### src/rtl/fp_add_pkg.sv
// ============================================================================
// Module      : fp_add_pkg
// Description : Shared types, constants and packing helper for the
//               floating-point add-and-normalize stage.
// Revision    : 1.0 - initial release
// ============================================================================
`default_nettype none

package fp_add_pkg;

    localparam int MANT_W  = 24;
    localparam int EXP_W   = 8;
    localparam int EXP_MAX = 255;

    localparam logic [31:0] ZERO_F32 = 32'h0000_0000;

    typedef enum logic [1:0] {
        IDLE = 2'd0,
        ADD  = 2'd1,
        NORM = 2'd2,
        DONE = 2'd3
    } state_t;

    // Pack sign, biased exponent and normalized mantissa into IEEE single.
    // The hidden bit (mant[23]) is implicit in the encoding and dropped.
    function automatic logic [31:0] pack_f32(input logic        sign,
                                             input logic [7:0]  exp,
                                             input logic [23:0] mant);
        return {sign, exp, mant[22:0]};
    endfunction

endpackage

`default_nettype wire

### src/rtl/fp_mant_resolve.sv
// ============================================================================
// Module      : fp_mant_resolve
// Description : Combinational mantissa sum with sign resolution. Same-sign
//               sums report a carry and return the carry-adjusted mantissa;
//               opposite-sign sums return the magnitude and resolved sign.
// Revision    : 1.0 - initial release
// ============================================================================
`default_nettype none

module fp_mant_resolve #(
    parameter int MANT_W = 24
) (
    input  logic [MANT_W-1:0] za,
    input  logic [MANT_W-1:0] zb,
    input  logic              as,
    input  logic              bs,
    output logic              res_sign,
    output logic              carry,
    output logic [MANT_W-1:0] mag
);

    logic [MANT_W:0] sum;
    logic [MANT_W:0] neg;

    // Add the mantissas and derive sign/magnitude of the result.
    always_comb begin
        sum      = '0;
        neg      = '0;
        res_sign = as;
        carry    = 1'b0;
        mag      = '0;
        if (as == bs) begin
            sum   = {1'b0, za} + {1'b0, zb};
            carry = sum[MANT_W];
            // On carry the shifted-out LSB is truncated.
            mag   = carry ? sum[MANT_W:1] : sum[MANT_W-1:0];
        end else begin
            // zb arrives complemented; extend with a sign bit only when the
            // complement is non-zero (complement of zero is zero).
            sum = {1'b0, za} + {(|zb), zb};
            if (sum[MANT_W]) begin
                res_sign = bs;
                neg      = -sum;
                mag      = neg[MANT_W-1:0];
            end else begin
                res_sign = as;
                mag      = sum[MANT_W-1:0];
            end
        end
    end

endmodule

`default_nettype wire

### src/rtl/fp_add_norm_seq.sv
// ============================================================================
// Module      : fp_add_norm_seq
// Description : Sequential mantissa add and one-bit-per-cycle normalizer
//               producing an IEEE single result over valid/ready.
// Revision    : 1.0 - initial release
// ============================================================================
`default_nettype none

module fp_add_norm_seq
    import fp_add_pkg::*;
#(
    parameter int MANT_W = 24,
    parameter int EXP_W  = 8
) (
    input  logic              clk,
    input  logic              rst_n,
    input  logic              in_valid,
    output logic              in_ready,
    input  logic [MANT_W-1:0] za,
    input  logic [MANT_W-1:0] zb,
    input  logic              as,
    input  logic              bs,
    input  logic [EXP_W-1:0]  exp_in,
    output logic              out_valid,
    input  logic              out_ready,
    output logic [31:0]       z
);

    localparam logic [EXP_W-1:0] EXP_ALL1 = EXP_W'(EXP_MAX);
    localparam logic [EXP_W-1:0] EXP_PRE1 = EXP_W'(EXP_MAX - 1);
    localparam logic [EXP_W-1:0] EXP_ONE  = EXP_W'(1);

    state_t            state_q, state_d;
    logic [MANT_W-1:0] za_q, za_d;
    logic [MANT_W-1:0] zb_q, zb_d;
    logic              as_q, as_d;
    logic              bs_q, bs_d;
    logic [MANT_W-1:0] mant_q, mant_d;
    logic [EXP_W-1:0]  exp_q, exp_d;
    logic              sign_q, sign_d;
    logic              out_valid_q, out_valid_d;
    logic [31:0]       z_q, z_d;

    logic              res_sign;
    logic              carry;
    logic [MANT_W-1:0] mag;
    logic [EXP_W-1:0]  exp_sum;
    logic [MANT_W-1:0] mant_shl;
    logic              accept;

    fp_mant_resolve #(
        .MANT_W (MANT_W)
    ) u_resolve (
        .za       (za_q),
        .zb       (zb_q),
        .as       (as_q),
        .bs       (bs_q),
        .res_sign (res_sign),
        .carry    (carry),
        .mag      (mag)
    );

    assign in_ready  = (state_q == IDLE) && rst_n;
    assign accept    = in_valid && in_ready;
    assign out_valid = out_valid_q;
    assign z         = z_q;

    assign exp_sum  = exp_q + EXP_W'(carry);
    assign mant_shl = {mant_q[MANT_W-2:0], 1'b0};

    // Next-state, datapath update and registered-output computation.
    always_comb begin
        state_d     = state_q;
        za_d        = za_q;
        zb_d        = zb_q;
        as_d        = as_q;
        bs_d        = bs_q;
        mant_d      = mant_q;
        exp_d       = exp_q;
        sign_d      = sign_q;
        out_valid_d = 1'b0;
        z_d         = z_q;

        case (state_q)
            IDLE: begin
                if (accept) begin
                    za_d    = za;
                    zb_d    = zb;
                    as_d    = as;
                    bs_d    = bs;
                    exp_d   = exp_in;
                    state_d = ADD;
                end
            end
            ADD: begin
                state_d = DONE;
                if ((mag == '0) || (exp_q == '0)) begin
                    sign_d = 1'b0;
                    exp_d  = '0;
                    mant_d = '0;
                end else if (exp_q == EXP_ALL1) begin
                    sign_d = as_q;
                    exp_d  = EXP_ALL1;
                    mant_d = '0;
                end else if (carry && (exp_q == EXP_PRE1)) begin
                    sign_d = res_sign;
                    exp_d  = EXP_ALL1;
                    mant_d = '0;
                end else begin
                    sign_d = res_sign;
                    exp_d  = exp_sum;
                    mant_d = mag;
                    if (!mag[MANT_W-1]) begin
                        if (exp_sum == EXP_ONE) begin
                            // Would need a denormal: flush to +0.
                            sign_d = 1'b0;
                            exp_d  = '0;
                            mant_d = '0;
                        end else begin
                            state_d = NORM;
                        end
                    end
                end
            end
            NORM: begin
                if (exp_q == EXP_ONE) begin
                    sign_d  = 1'b0;
                    exp_d   = '0;
                    mant_d  = '0;
                    state_d = DONE;
                end else begin
                    mant_d = mant_shl;
                    exp_d  = exp_q - EXP_ONE;
                    if (mant_shl[MANT_W-1]) begin
                        state_d = DONE;
                    end
                end
            end
            DONE: begin
                // First DONE cycle latches the packed result; valid follows.
                out_valid_d = !(out_valid_q && out_ready);
                if (!out_valid_q) begin
                    z_d = pack_f32(sign_q, exp_q, mant_q);
                end
                if (out_valid_q && out_ready) begin
                    state_d = IDLE;
                end
            end
            default: begin
                state_d = IDLE;
            end
        endcase
    end

    // State and datapath registers with asynchronous clear.
    always_ff @(posedge clk or negedge rst_n) begin
        if (!rst_n) begin
            state_q     <= IDLE;
            za_q        <= '0;
            zb_q        <= '0;
            as_q        <= 1'b0;
            bs_q        <= 1'b0;
            mant_q      <= '0;
            exp_q       <= '0;
            sign_q      <= 1'b0;
            out_valid_q <= 1'b0;
            z_q         <= ZERO_F32;
        end else begin
            state_q     <= state_d;
            za_q        <= za_d;
            zb_q        <= zb_d;
            as_q        <= as_d;
            bs_q        <= bs_d;
            mant_q      <= mant_d;
            exp_q       <= exp_d;
            sign_q      <= sign_d;
            out_valid_q <= out_valid_d;
            z_q         <= z_d;
        end
    end

endmodule

`default_nettype wire

### config.mk
export PLATFORM = sky130hd
export DESIGN_NAME = fp_add_norm_seq
export DESIGN_NICKNAME = d
export VERILOG_FILES = /design/src/rtl/fp_add_pkg.sv /design/src/rtl/fp_mant_resolve.sv /design/src/rtl/fp_add_norm_seq.sv
export SDC_FILE = /design/constraint.sdc
export NUM_CORES = 1
export LEC_CHECK = 0
export BUFFER_PORTS_ARGS = -buffer_cell sky130_fd_sc_hd__buf_2
export CAP_MARGIN = 20
export CORE_AREA = 2 2 125 127
export CTS_BUF_LIST = sky130_fd_sc_hd__clkbuf_8
export CTS_CLUSTER_DIAMETER = 50
export DETAILED_ROUTE_END_ITERATION = 16
export DIE_AREA = 0 0 127 129
export GPL_TIMING_DRIVEN = 0
export PLACE_DENSITY_LB_ADDON = 0.12
export SYNTH_ARGS = -nofsm -noshare
export SYNTH_HDL_FRONTEND = slang
export SYNTH_SLANG_ARGS = --single-unit
### constraint.sdc
create_clock -name clk -period 5.2 [get_ports clk]
set_clock_uncertainty 0.05 [all_clocks]
set_input_delay 1.04 -clock clk [delete_from_list [all_inputs] [get_ports clk]]
set_output_delay 1.04 -clock clk [all_outputs]
set_load 0.01 [all_outputs]
==> results of run 1 <==
[cell type report]
| type | instances | area (um^2) |
|---|---|---|
| inverter | 19 | 71.32 |
| multi-input combinational | 826 | 5624 |
| sequential | 117 | 2928 |
| tap | 188 | 235.2 |
| fill | 1318 | 4928 |
| clock inverter | 14 | 138.9 |
| buffer | 58 | 249.0 |
| clock buffer | 18 | 247.7 |
| timing repair buffer | 102 | 554.3 |
[cells by family after synthesis]
logic type	count (synthesis)	share of synthesized area, %
AOI/OAI and AO/OA	322	24.10
xor gates and xnor gates	25	2.491
adders and majority gates	37	5.352
buffers and inverters	77	3.587
DFF	117	33.30
muxes	87	11.09
and+or+nand+nor	355	20.08
[timing repair]
action / CTS / global route
pin swaps: 1 / 2
setup buffers: 1 / 5
setup endpoints to repair: 27 / 30
hold buffers: 0 / 0
gates resized for setup: 7 / 13
[per-layer routing]
layer,vias up,wire [um],share of wire [%]
li1,4071,-,-
met1,3980,10760,44
met2,296,11660,48
met3,63,1295,5.3
met4,0,757,3.1
met5,-,0,0
[flip-flops by register name, indices dropped and copies added (netlist names)]
signal     cells
state_q        2
za_q          24
sign_q         1
mant_q        23
bs_q           1
exp_q          8
as_q           1
zb_q          24
out_valid      1
z             32
[worst reg2reg max path: cells and delay by family, from the launching register on]
kind / cells / cell delay [ns]
AOI/OAI and AO/OA: 5 / 1.38
adders and majority gates: 4 / 1.12
buffers and inverters: 2 / 0.24
DFF: 1 / 0.45
and+or+nand+nor: 8 / 1.70
[cell usage in the layout (no fill, tap or decap), types with 6 or more instances in the layout]
cell type  synthesis  routed
nand2_1          118     117
dfrtp_1          117     117
buf_2             18     112
o21ai_0           99      98
mux2_2            81      81
nor2_1            63      63
a21oi_1           62      62
nand3_1           35      35
clkbuf_1          37      35
ha_1              36      34
nor3_1            30      29
inv_1             18      20
clkbuf_8           0      18
or3_1             17      17
nand4_1           16      16
and2_1            14      14
nor4_1            13      13
xnor2_1           13      12
o21ai_1           11      12
a31oi_1           12      12
a21o_1            11      11
o211ai_1          11      11
o22ai_1           11      11
xor2_1            12      11
a211oi_1           8       8
a221oi_1           8       8
o221ai_1           8       8
o21a_1             7       7
buf_4              1       7
and3_1             6       6
[metrics by stage]
step | setup WS, ns | instances | hold slack, ns
floorplan | 0.8803 | 1020 | 0.4238
finish | 0.1461 | 1342 | 0.4241
global placement | -0.08727 | 1303 | 0.4062
global route | 0.01568 | 1342 | 0.4527
CTS | 0.03283 | 1337 | 0.4312
detailed placement | -0.1356 | 1304 | 0.4146
[worst max-delay path by stage]
stage	start	to	slack (ns)	cells past startpoint
4_1_cts	za_q[0]	mant_q[22]	0.03	19
6_report	za_q[0]	mant_q[22]	0.15	19
5_1_grt	za_q[0]	mant_q[22]	0.02	19
3_3_place_gp	za_q[0]	mant_q[17]	-0.09	19
3_5_place_dp	za_q[0]	mant_q[19]	-0.14	19
2_1_floorplan	zb_q[0]	exp_q[5]	0.88	16
[synthesized netlist by cell type (all sizes together) (8+ instances only)]
cell / number
o22ai: 11
nand3: 35
a21oi: 64
nor3: 31
nor4: 15
or2: 9
inv: 19
o21ai: 111
nor2: 65
mux2: 83
and2: 15
dfrtp: 117
a31oi: 12
a221oi: 8
o221ai: 8
xor2: 12
a211oi: 10
xnor2: 13
or3: 17
ha: 36
o211ai: 13
nand4: 17
clkbuf: 37
buf: 21
nand2: 119
a21o: 11
==> qor_table.md, run 1 <==
| Metric | Reported | Unit |
|:---|:---|:---|
| Placer Congestion | 0.9582 | - |
| Number of global-route vias before repair | 7865 | - |
| RSZ-0062 raised after global routing | false | - |
| Die Wd | 127 | um |
| Number of cell rows | 45 | - |
| Final count of hold timing violations | 0 | - |
| Ratio of routed vias to standard cells | 6.267 | - |
| Cell type contributing the most total cell area after synthesis | dfrtp_1 | - |
| Class of the worst hold path | flip-flop to flip-flop | - |
| Total setup violations reported at the end of the flow | 0 | - |
| TritonCTS clock tree | done | - |
| Worst setup slack for register-to-register paths | 0.15 | ns |
| Synthesized area | 8791 | um^2 |
| GR met1 Demand/Resource | 40.60 | % |
| # nets final | 1240 | - |
| H-tree depth | 4 | - |
| Top Ports | 96 | - |
| Max Root-Sink Buffers | 2 | - |
| Cell mode on critical path | ha_2 | - |
| Flip-flop and latch count after synthesis | 117 | - |
| Critical Path Source Type | flip-flop | - |
| Number of violations reported at the end of detailed-routing iteration 0 | 656 | - |
| Portion of the post-synthesis area used by sequential elements | 33.30 | % |
| Floorplan core area | 14980 | um^2 |
| Final Critical Period | 5.054 | ns |
| Syn_nets | 1119 | - |
| Max_cap viols | 0 | - |
| Total global routing overflow | 0 | - |
| Vias after detailed routing | 8410 | - |
| Share of the core filled with cells | 67.09 | % |
| Met2 layer usage reported by global route | 50.98 | % |
| Outcome | complete, no violations | - |
| Worst path buffer plus inverter count | 2 | - |
| Area share of the largest cell type after synthesis | 33.30 | % |
| Sum of negative setup slack | 0 | ns |
| Mapped Avg Cell Area | 8.619 | um^2 |
| Fraction of layout cells with a size suffix above 1 | 23.22 | % |
| Count of buffers from port buffering | 95 | - |
| Critical path peak fanout | 7 | - |
| Initial Utilization | 58.70 | % |
| Post-detailed-route count of antenna-violating nets | 0 | - |
| Worst min-delay path startpoint | z[24] | - |
| Final period util | 97.19 | % |
| Hold Path Cell Cnt | 2 | - |
| Slowest library cell on the worst path | dfrtp_1 | - |
| Post-Syn Instances | 1020 | - |
| Count of flip-flops with a built-in enable after synthesis | 0 | - |
| Met3 Use GR | 4.491 | % |
| Synthesis-to-layout area growth | 14.30 | % |
| Number of detailed-route iterations in the first pass | 8 | - |
| Crit path max-delay family | simple AND/OR/NAND/NOR gates | - |
| Wire length of the first global-routing pass | 39730 | um |
| FF-to-FF Start | za_q[0] | - |
| Detailed Route WL | 24480 | um |
| CP Data Arrival Time | 5.35 | ns |
| Count of distinct cell types in the synthesized netlist | 87 | - |
| Die Outline Area | 16380 | um^2 |
| DRC viols | 0 | - |
| WS Path Type | flip-flop to flip-flop | - |
| Share of flip-flops with an asynchronous set or reset | 100.0 | % |
| Post-place instance area | 9535 | um^2 |
| Clk pin slew, worst setup/hold paths | 0.07 | ns |
| Most common flop cell mapped by yosys | dfrtp_1 | - |
| Total routing usage reported by global routing | 30.61 | % |
| Number of clock sinks seen by CTS | 117 | - |
| End point of the most critical hold path | z[24] | - |
| Crit path largest cell delay | 0.45 | ns |
| Slew @ Worst Pin | 1.064 | ns |
| Worst EP required | 5.49 | ns |
| Synth warn | 0 | - |
| Cell-by-cell listing of the critical path | ha_1 > inv_1 > fa_2 > nand2b_2 > a211oi_4 > o21ai_2 > a211o_1 > nand2_2 > nand2_1 > inv_2 > ha_2 > ha_2 > a31oi_1 > nor4b_1 > nand4_1 > or2_1 > nand4b_1 > nor3_1 > a311o_1 | - |
| Vertical die dimension | 129 | um |
| Antenna violations before repair | 0 | - |
| Inserted Clock Buffers | 17 | - |
| Final-report max-slew violation count | 0 | - |
| Later-pin clock latency in the skew report | 0.47 | ns |
| Largest net degree at the start of global routing | 77 | - |
| Half-perimeter wire length after placement | 18400 | um |
| Wire length per cell | 18.24 | um |
| Number of cells on the worst reg-to-reg path | 19 | - |
| Root buf cell | clkbuf_8 | - |
| Critical R2R Capture | mant_q[22] | - |
| Max-slew headroom at the worst pin | 29.10 | % |
| Crit path capture type | flip-flop | - |
| Ant diodes | 0 | - |
| Largest cells by area after synthesis | dfrtp_1 33%, mux2_2 10%, o21ai_0 5.6%, ha_1 5.1%, nand2_1 5.0% | - |
| Achievable Freq | 197.9 | MHz |
| Most crowded layer after global routing | met2 | - |
| Design area | 10050 | um^2 |
Power of run 1 is left out: the tool's default activity adds up to more than one toggle a clock period on the data nets, which glitch-free logic cannot reach.
==> run 2: changes to the inputs <==
--- a/config.mk
+++ b/config.mk
@@ -9,11 +9,11 @@
 export CAP_MARGIN = 20
 export CORE_AREA = 2 2 125 127
 export CTS_BUF_LIST = sky130_fd_sc_hd__clkbuf_8
-export CTS_CLUSTER_DIAMETER = 50
 export DETAILED_ROUTE_END_ITERATION = 16
 export DIE_AREA = 0 0 127 129
 export GPL_TIMING_DRIVEN = 0
 export PLACE_DENSITY_LB_ADDON = 0.12
+export SETUP_SLACK_MARGIN = 0.15
 export SYNTH_ARGS = -nofsm -noshare
 export SYNTH_HDL_FRONTEND = slang
 export SYNTH_SLANG_ARGS = --single-unit
==> run 2 against run 1 <==
Net effect:
- flip-flop and latch count unchanged
- global-route usage up 0.083 points
- register-to-register slack better by 0.05 ns
- via count down 0.40%
- cell count up 0.15%
- non-clock buffer count up 2
- final area up 0.37%
- routed wire length down 0.12%
- clock-buffer cell count unchanged
- sequential share of layout area down 0.096 points
- maximum frequency up 1.0%
- critical endpoint is now exp_q[5]
==> qor_table.md, run 2 (synthesis gave the netlist of run 1 again) <==
| Metric | Reported | Unit | Change |
|:---|:---|:---|:---|
| Outcome | complete, no violations | - | unchanged |
| Hold buffers post-CTS | 0 | - | unchanged |
| Post-detailed-route count of antenna-violating nets | 0 | - | unchanged |
| Crit path capture type | flip-flop | - | unchanged |
| Placer Congestion | 0.9582 | - | unchanged |
| Worst EP required | 5.51 | ns | was 5.49 ns |
| Synthesis-to-layout area growth | 14.73 | % | was 14.30% |
| Total setup violations reported at the end of the flow | 0 | - | unchanged |
| Half-perimeter wire length after placement | 18400 | um | unchanged |
| DRC viols | 0 | - | unchanged |
| Final period util | 96.23 | % | was 97.19% |
| Fraction of layout cells with a size suffix above 1 | 23.88 | % | was 23.22% |
| Vias after detailed routing | 8376 | - | was 8410 |
| Wire length per cell | 18.19 | um | was 18.24 um |
| Final count of hold timing violations | 0 | - | unchanged |
| Largest net degree at the start of global routing | 77 | - | unchanged |
| Number of cell rows | 45 | - | unchanged |
| Multi-input logic area | 5640 | um^2 | was 5624 um^2 |
| Critical Path Source Type | flip-flop | - | unchanged |
| Count of buffers from port buffering | 95 | - | unchanged |
| Max Root-Sink Buffers | 2 | - | unchanged |
| # nets final | 1242 | - | was 1240 |
| Initial Utilization | 58.70 | % | unchanged |
| Top Ports | 96 | - | unchanged |
| Total global routing overflow | 0 | - | unchanged |
| Crit path largest cell delay | 0.77 | ns | was 0.45 ns |
| Clk pin slew, worst setup/hold paths | 0.07 | ns | about the same |
| TritonCTS clock tree | done | - | unchanged |
| Antenna violations before repair | 0 | - | unchanged |
| Flip-flop count of the largest register, all copies and words added | 32 | - | unchanged |
| CP Data Arrival Time | 5.32 | ns | was 5.35 ns |
| Wire length of the first global-routing pass | 39820 | um | was 39730 um |
| WS Path Type | flip-flop to flip-flop | - | unchanged |
| Later-pin clock latency in the skew report | 0.47 | ns | about the same |
| Max_cap viols | 0 | - | unchanged |
| Max-slew headroom at the worst pin | 31.09 | % | was 29.10% |
| Floorplan core area | 14980 | um^2 | unchanged |
| Die Outline Area | 16380 | um^2 | unchanged |
| Worst setup slack for register-to-register paths | 0.20 | ns | was 0.15 ns |
| Detailed Route WL | 24450 | um | was 24480 um |
| RSZ-0062 raised after global routing | true | - | was false |
| Class of the worst hold path | primary input to asynchronous set/reset pin | - | was flip-flop to flip-flop |
| Number of clock sinks seen by CTS | 117 | - | unchanged |
| Final-report max-slew violation count | 0 | - | unchanged |
| Ratio of routed vias to standard cells | 6.232 | - | was 6.267 |
| Achievable Freq | 199.8 | MHz | was 197.9 MHz |
| Number of violations reported at the end of detailed-routing iteration 0 | 750 | - | was 656 |
| Slew @ Worst Pin | 1.034 | ns | was 1.064 ns |
| Total routing usage reported by global routing | 30.69 | % | was 30.61% |
| Inserted Clock Buffers | 17 | - | unchanged |
| Sequential Area | 2929 | um^2 | was 2928 um^2 |
| Hold WS | 0.4230 | ns | was 0.4241 ns |
| Number of global-route vias before repair | 7883 | - | was 7865 |
| Root buf cell | clkbuf_8 | - | unchanged |
| Slowest library cell on the worst path | nor4_1 | - | was dfrtp_1 |
| Vertical die dimension | 129 | um | unchanged |
| Number of detailed-route iterations in the first pass | 6 | - | was 8 |
| Commonest non-fill, non-tap cells in the layout | 116 x nand2_1, 116 x dfrtp_1, 110 x buf_2 | - | was 117 x nand2_1, 117 x dfrtp_1, 112 x buf_2 |
| H-tree depth | 4 | - | unchanged |
| Die Wd | 127 | um | unchanged |
| Critical path peak fanout | 10 | - | was 7 |
| Cell-by-cell listing of the critical path | nor4_1 > nand4_1 > nor2_1 > clkbuf_1 > clkbuf_1 > a21oi_1 > a22oi_1 > o21ai_0 > a21oi_1 > nand4_1 > or4_4 > nor4b_4 > and3b_1 > o21a_1 | - | was ha_1 > inv_1 > fa_2 > nand2b_2 > a211oi_4 > o21ai_2 > a211o_1 > nand2_2 > nand2_1 > inv_2 > ha_2 > ha_2 > a31oi_1 > nor4b_1 > nand4_1 > or2_1 > nand4b_1 > nor3_1 > a311o_1 |
| Ant diodes | 0 | - | unchanged |
| Filler cell count | 1314 | - | was 1318 |
| Final Critical Period | 5.004 | ns | was 5.054 ns |
==> run 2: cell types whose count changed in the layout (fill, tap and decap cells not counted), sizes merged <==
cell    before  now
clkbuf      55   57
==> run 2: per-layer routing <==
metal | vias to the layer above | global-route usage, % | share of wire [%]
li1 | 4070 | - | -
met1 | 3946 | 40.56 | 44
met2 | 309 | 51.08 | 48
met3 | 51 | 5.156 | 5.9
met4 | 0 | 11.51 | 2.9
met5 | - | 0 | 0
==> run 2: worst paths after layout <==
check	from	depth (start not counted)	to
max in group asynchronous	rst_n	2	za_q[0]
worst min register to register	z[24]	2	z[24]
min in group clk	z[24]	2	z[24]
worst max register to register	zb_q[1]	14	exp_q[5]
worst min-delay path	rst_n	1	z[4]
worst max-delay path	zb_q[1]	14	exp_q[5]
==> run 2: cell type report <==
type | instances | share of cell area (%)
sequential | 117 | 29.04
clock inverter | 14 | 1.377
buffer | 58 | 2.518
inverter | 19 | 0.7071
tap | 188 | 2.332
timing repair buffer | 104 | 5.644
multi-input combinational | 826 | 55.92
clock buffer | 18 | 2.456
==> run 2: what timing repair did <==
action,in CTS,in global routing
pin swaps,2,3
setup endpoints to repair,28,32
buffers inserted,3,5
resized for setup,9,19
==> run 2: worst max-delay path: cells and delay by family, from the launching register on <==
family / cells / cell delay, ns
simple gates: 7 / 2.81
buf+inv: 2 / 0.94
compound gates: 5 / 0.70
flops: 1 / 0.41
==> run 2: metrics by stage <==
| step | area, um^2 | instances | utilization (%) | setup WS (ns) | TNS [ns] |
|---|---|---|---|---|---|
| 3_3_place_gp | 9502 | 1303 | 63.44 | -0.08727 | -1.455 |
| 5_1_grt | 10090 | 1344 | 67.34 | 0.1258 | 0 |
| 2_1_floorplan | 8791 | 1020 | - | 0.8803 | 0 |
| 6_report | 10090 | 1344 | 67.34 | 0.1960 | 0 |
| 4_1_cts | 9986 | 1339 | 66.68 | 0.1711 | 0 |
| 3_5_place_dp | 9535 | 1304 | 63.67 | -0.1356 | -2.202 |
Power of run 2 is left out for the same reason.
==> run 3: changes to the inputs <==
--- a/config.mk
+++ b/config.mk
@@ -7,12 +7,12 @@
 export LEC_CHECK = 0
 export BUFFER_PORTS_ARGS = -buffer_cell sky130_fd_sc_hd__buf_2
 export CAP_MARGIN = 20
-export CORE_AREA = 2 2 125 127
+export CORE_AREA = 2 2 106 149
 export CTS_BUF_LIST = sky130_fd_sc_hd__clkbuf_8
 export DETAILED_ROUTE_END_ITERATION = 16
-export DIE_AREA = 0 0 127 129
+export DIE_AREA = 0 0 108 151
 export GPL_TIMING_DRIVEN = 0
-export PLACE_DENSITY_LB_ADDON = 0.12
+export PLACE_DENSITY = 0.79
 export SETUP_SLACK_MARGIN = 0.15
 export SYNTH_ARGS = -nofsm -noshare
 export SYNTH_HDL_FRONTEND = slang
==> constraint.sdc (replaced) <==
create_clock -name clk -period 5.2 [get_ports clk]
set_clock_uncertainty 0.05 [all_clocks]
set_input_delay 1.04 -clock clk [delete_from_list [all_inputs] [get_ports clk]]
set_output_delay 1.04 -clock clk [all_outputs]
set_load 0.02 [all_outputs]
==> run 3 against run 2 <==
Net effect:
- maximum frequency increased by 1.5%
- hold slack improved by 0.011 ns
- critical path depth increased by 2
- highest routed layer unchanged
- first-iteration DRC count decreased by 1.7%
- register-to-register slack improved by 0.07 ns
==> qor_table.md, run 3 (synthesis gave the netlist of run 1 again) <==
| Metric | Reported | Unit | Change |
|:---|:---|:---|:---|
| Outcome | complete, no violations | - | unchanged |
| Total global routing overflow | 0 | - | unchanged |
| Hold Path Cell Cnt | 2 | - |  |
| Final period util | 94.82 | % | was 96.23% |
| RSZ-0062 raised after global routing | false | - | was true |
| End point of the most critical hold path | z[23] | - |  |
| H-tree depth | 4 | - | unchanged |
| Critical path peak fanout | 5 | - | was 10 |
| Root buf cell | clkbuf_8 | - | unchanged |
| Top Ports | 96 | - | unchanged |
| Number of detailed-route iterations in the first pass | 6 | - | unchanged |
| Vertical die dimension | 151 | um | was 129 um |
| Largest net degree at the start of global routing | 61 | - | was 77 |
| Total routing usage reported by global routing | 31.77 | % | was 30.69% |
| Crit path largest cell delay | 0.45 | ns | was 0.77 ns |
| Crit path max-delay family | compound AO/OA/AOI/OAI gates | - | was simple AND/OR/NAND/NOR gates |
| Flip-flop count of the largest register, all copies and words added | 32 | - | unchanged |
| Number of cells on the worst reg-to-reg path | 16 | - | was 14 |
| FF-to-FF Start | za_q[0] | - | was zb_q[1] |
| Routed length on met3 | 1406 | um | was 1441 um |
| Critical R2R Capture | exp_q[5] | - | unchanged |
| Ratio of routed vias to standard cells | 6.463 | - | was 6.232 |
| Ant diodes | 0 | - | unchanged |
| Worst path buffer plus inverter count | 1 | - | was 2 |
| Slew @ Worst Pin | 0.9380 | ns | was 1.034 ns |
| Number of clock sinks seen by CTS | 117 | - | unchanged |
| Total setup violations reported at the end of the flow | 0 | - | unchanged |
| Placer Congestion | 0.9694 | - | was 0.9582 |
| Post-detailed-route count of antenna-violating nets | 0 | - | unchanged |
| Final Critical Period | 4.930 | ns | was 5.004 ns |
| Class of the worst hold path | flip-flop to flip-flop | - | was primary input to asynchronous set/reset pin |
| Max Root-Sink Buffers | 2 | - | unchanged |
| # nets final | 1238 | - | was 1242 |
| Die Wd | 108 | um | was 127 um |
| Clk pin slew, worst setup/hold paths | 0.08 | ns | was 0.07 ns |
| Synthesis-to-layout area growth | 14.76 | % | was 14.73% |
| Number of violations reported at the end of detailed-routing iteration 0 | 737 | - | was 750 |
| Wire length of the first global-routing pass | 40770 | um | was 39820 um |
| Fraction of layout cells with a size suffix above 1 | 24.22 | % | was 23.88% |
| Floorplan core area | 14920 | um^2 | was 14980 um^2 |
| Worst EP required | 5.49 | ns | was 5.51 ns |
| Later-pin clock latency in the skew report | 0.45 | ns | was 0.47 ns |
| Max-slew headroom at the worst pin | 36.81 | % | was 31.09% |
| DRC viols | 0 | - | unchanged |
| Number of cell rows | 53 | - | was 45 |
| Hold WS | 0.4339 | ns | was 0.4230 ns |
| CP Data Arrival Time | 5.22 | ns | was 5.32 ns |
| Die Outline Area | 16310 | um^2 | was 16380 um^2 |
| Critical Path Source Type | flip-flop | - | unchanged |
| Vias after detailed routing | 8686 | - | was 8376 |
| Antenna violations before repair | 0 | - | unchanged |
| Initial Utilization | 58.92 | % | was 58.70% |
| Half-perimeter wire length after placement | 19470 | um | was 18400 um |
| Wire length per cell | 18.90 | um | was 18.19 um |
| Final-report max-slew violation count | 0 | - | unchanged |
| Worst setup slack for register-to-register paths | 0.27 | ns | was 0.20 ns |
| Cell-by-cell listing of the critical path | ha_1 > inv_1 > fa_2 > nand2b_2 > a211o_1 > a21boi_1 > o211ai_1 > o311a_1 > nor3_1 > or3b_1 > o31ai_1 > o211a_1 > nand3_1 > nor4b_4 > and3b_1 > o21a_1 | - | was nor4_1 > nand4_1 > nor2_1 > clkbuf_1 > clkbuf_1 > a21oi_1 > a22oi_1 > o21ai_0 > a21oi_1 > nand4_1 > or4_4 > nor4b_4 > and3b_1 > o21a_1 |
| Crit path capture type | flip-flop | - | unchanged |
| Achievable Freq | 202.8 | MHz | was 199.8 MHz |
| Detailed Route WL | 25410 | um | was 24450 um |
| WS Path Type | flip-flop to flip-flop | - | unchanged |
| Commonest non-fill, non-tap cells in the layout | 116 x dfrtp_1, 115 x nand2_1, 109 x buf_2 | - | was 116 x nand2_1, 116 x dfrtp_1, 110 x buf_2 |
| Count of buffers from port buffering | 95 | - | unchanged |
| DR top layer | met4 | - | unchanged |
| Number of global-route vias before repair | 8201 | - | was 7883 |
| Filler cell count | 1332 | - | was 1314 |
| Leading cell type in the layout, fill and taps excluded | dfrtp_1 | - |  |
| Met2 routed WL | 12840 | um | was 11640 um |
| Max_cap viols | 0 | - | unchanged |
| TritonCTS clock tree | done | - | unchanged |
| Inserted Clock Buffers | 17 | - | unchanged |
| Worst min-delay path startpoint | z[23] | - |  |
| Slowest library cell on the worst path | dfrtp_2 | - | was nor4_1 |
| Final count of hold timing violations | 0 | - | unchanged |
| Met1 wire length | 9845 | um | was 10660 um |
## run 3: cell count changes in the layout (fill, tap and decap cells not counted), moves of 2 or more
cell	change
clkbuf_2	+3
buf_4	-4
clkbuf_1	-2
inv_6	+2
inv_1	-2
clkinv_2	+2
## run 3: timing repair
| item | in CTS | in global routing |
|---|---|---|
| setup endpoints to repair | 31 | 33 |
| pin swaps | 2 | 1 |
| hold buffers | 0 | 0 |
| resized for setup | 11 | 25 |
| endpoints found under the hold margin | 0 | 0 |
| buffers inserted | 3 | 1 |
## run 3: final cells by class
class | count | area (um^2) | area share (%)
plain buffers | 58 | 256.5 | 2.542
clock buffers | 17 | 234.0 | 2.319
clock inverters | 15 | 132.6 | 1.315
inverters | 19 | 73.82 | 0.7317
multi-input cells | 826 | 5683 | 56.33
flip-flops and latches | 117 | 2929 | 29.03
well taps | 192 | 240.2 | 2.381
repair buffers | 100 | 539.3 | 5.345
## run 3: metal layers
layer	vias up	GRT usage, %
met4	0	17.76
met5	-	0
li1	4075	-
met1	4127	37.55
met2	389	55.57
met3	95	3.787
## run 3: worst max path at each step
stage | cells past startpoint | slack [ns] | endpoint | startpoint
after global placement | 19 | -0.17 | mant_q[17] | za_q[0]
after CTS | 18 | 0.16 | exp_q[6] | za_q[0]
after detailed placement | 19 | -0.19 | mant_q[14] | za_q[0]
after global routing | 20 | 0.10 | mant_q[22] | zb_q[0]
final | 16 | 0.27 | exp_q[5] | za_q[0]
after floorplan | 16 | 0.88 | exp_q[5] | zb_q[0]
## run 3: metrics by stage
| step | TNS (ns) | utilization, % | setup slack, ns | area [um^2] | std cells |
|---|---|---|---|---|---|
| floorplan | 0 | - | 0.8803 | 8791 | 1020 |
| global placement | -3.700 | 63.71 | -0.1690 | 9507 | 1307 |
| detailed placement | -4.086 | 63.94 | -0.1869 | 9540 | 1308 |
| CTS | 0 | 66.82 | 0.1577 | 9970 | 1343 |
| global route | 0 | 67.61 | 0.1022 | 10090 | 1344 |
| finish | 0 | 67.61 | 0.2696 | 10090 | 1344 |
## run 3: worst min-delay path, delay by kind of cell (launching register included)
kind / cells / cell delay (ns)
flip-flops: 1 / 0.34
AO/OA/AOI/OAI: 1 / 0.06
AND/OR/NAND/NOR: 1 / 0.05
Power of run 3 is left out for the same reason.
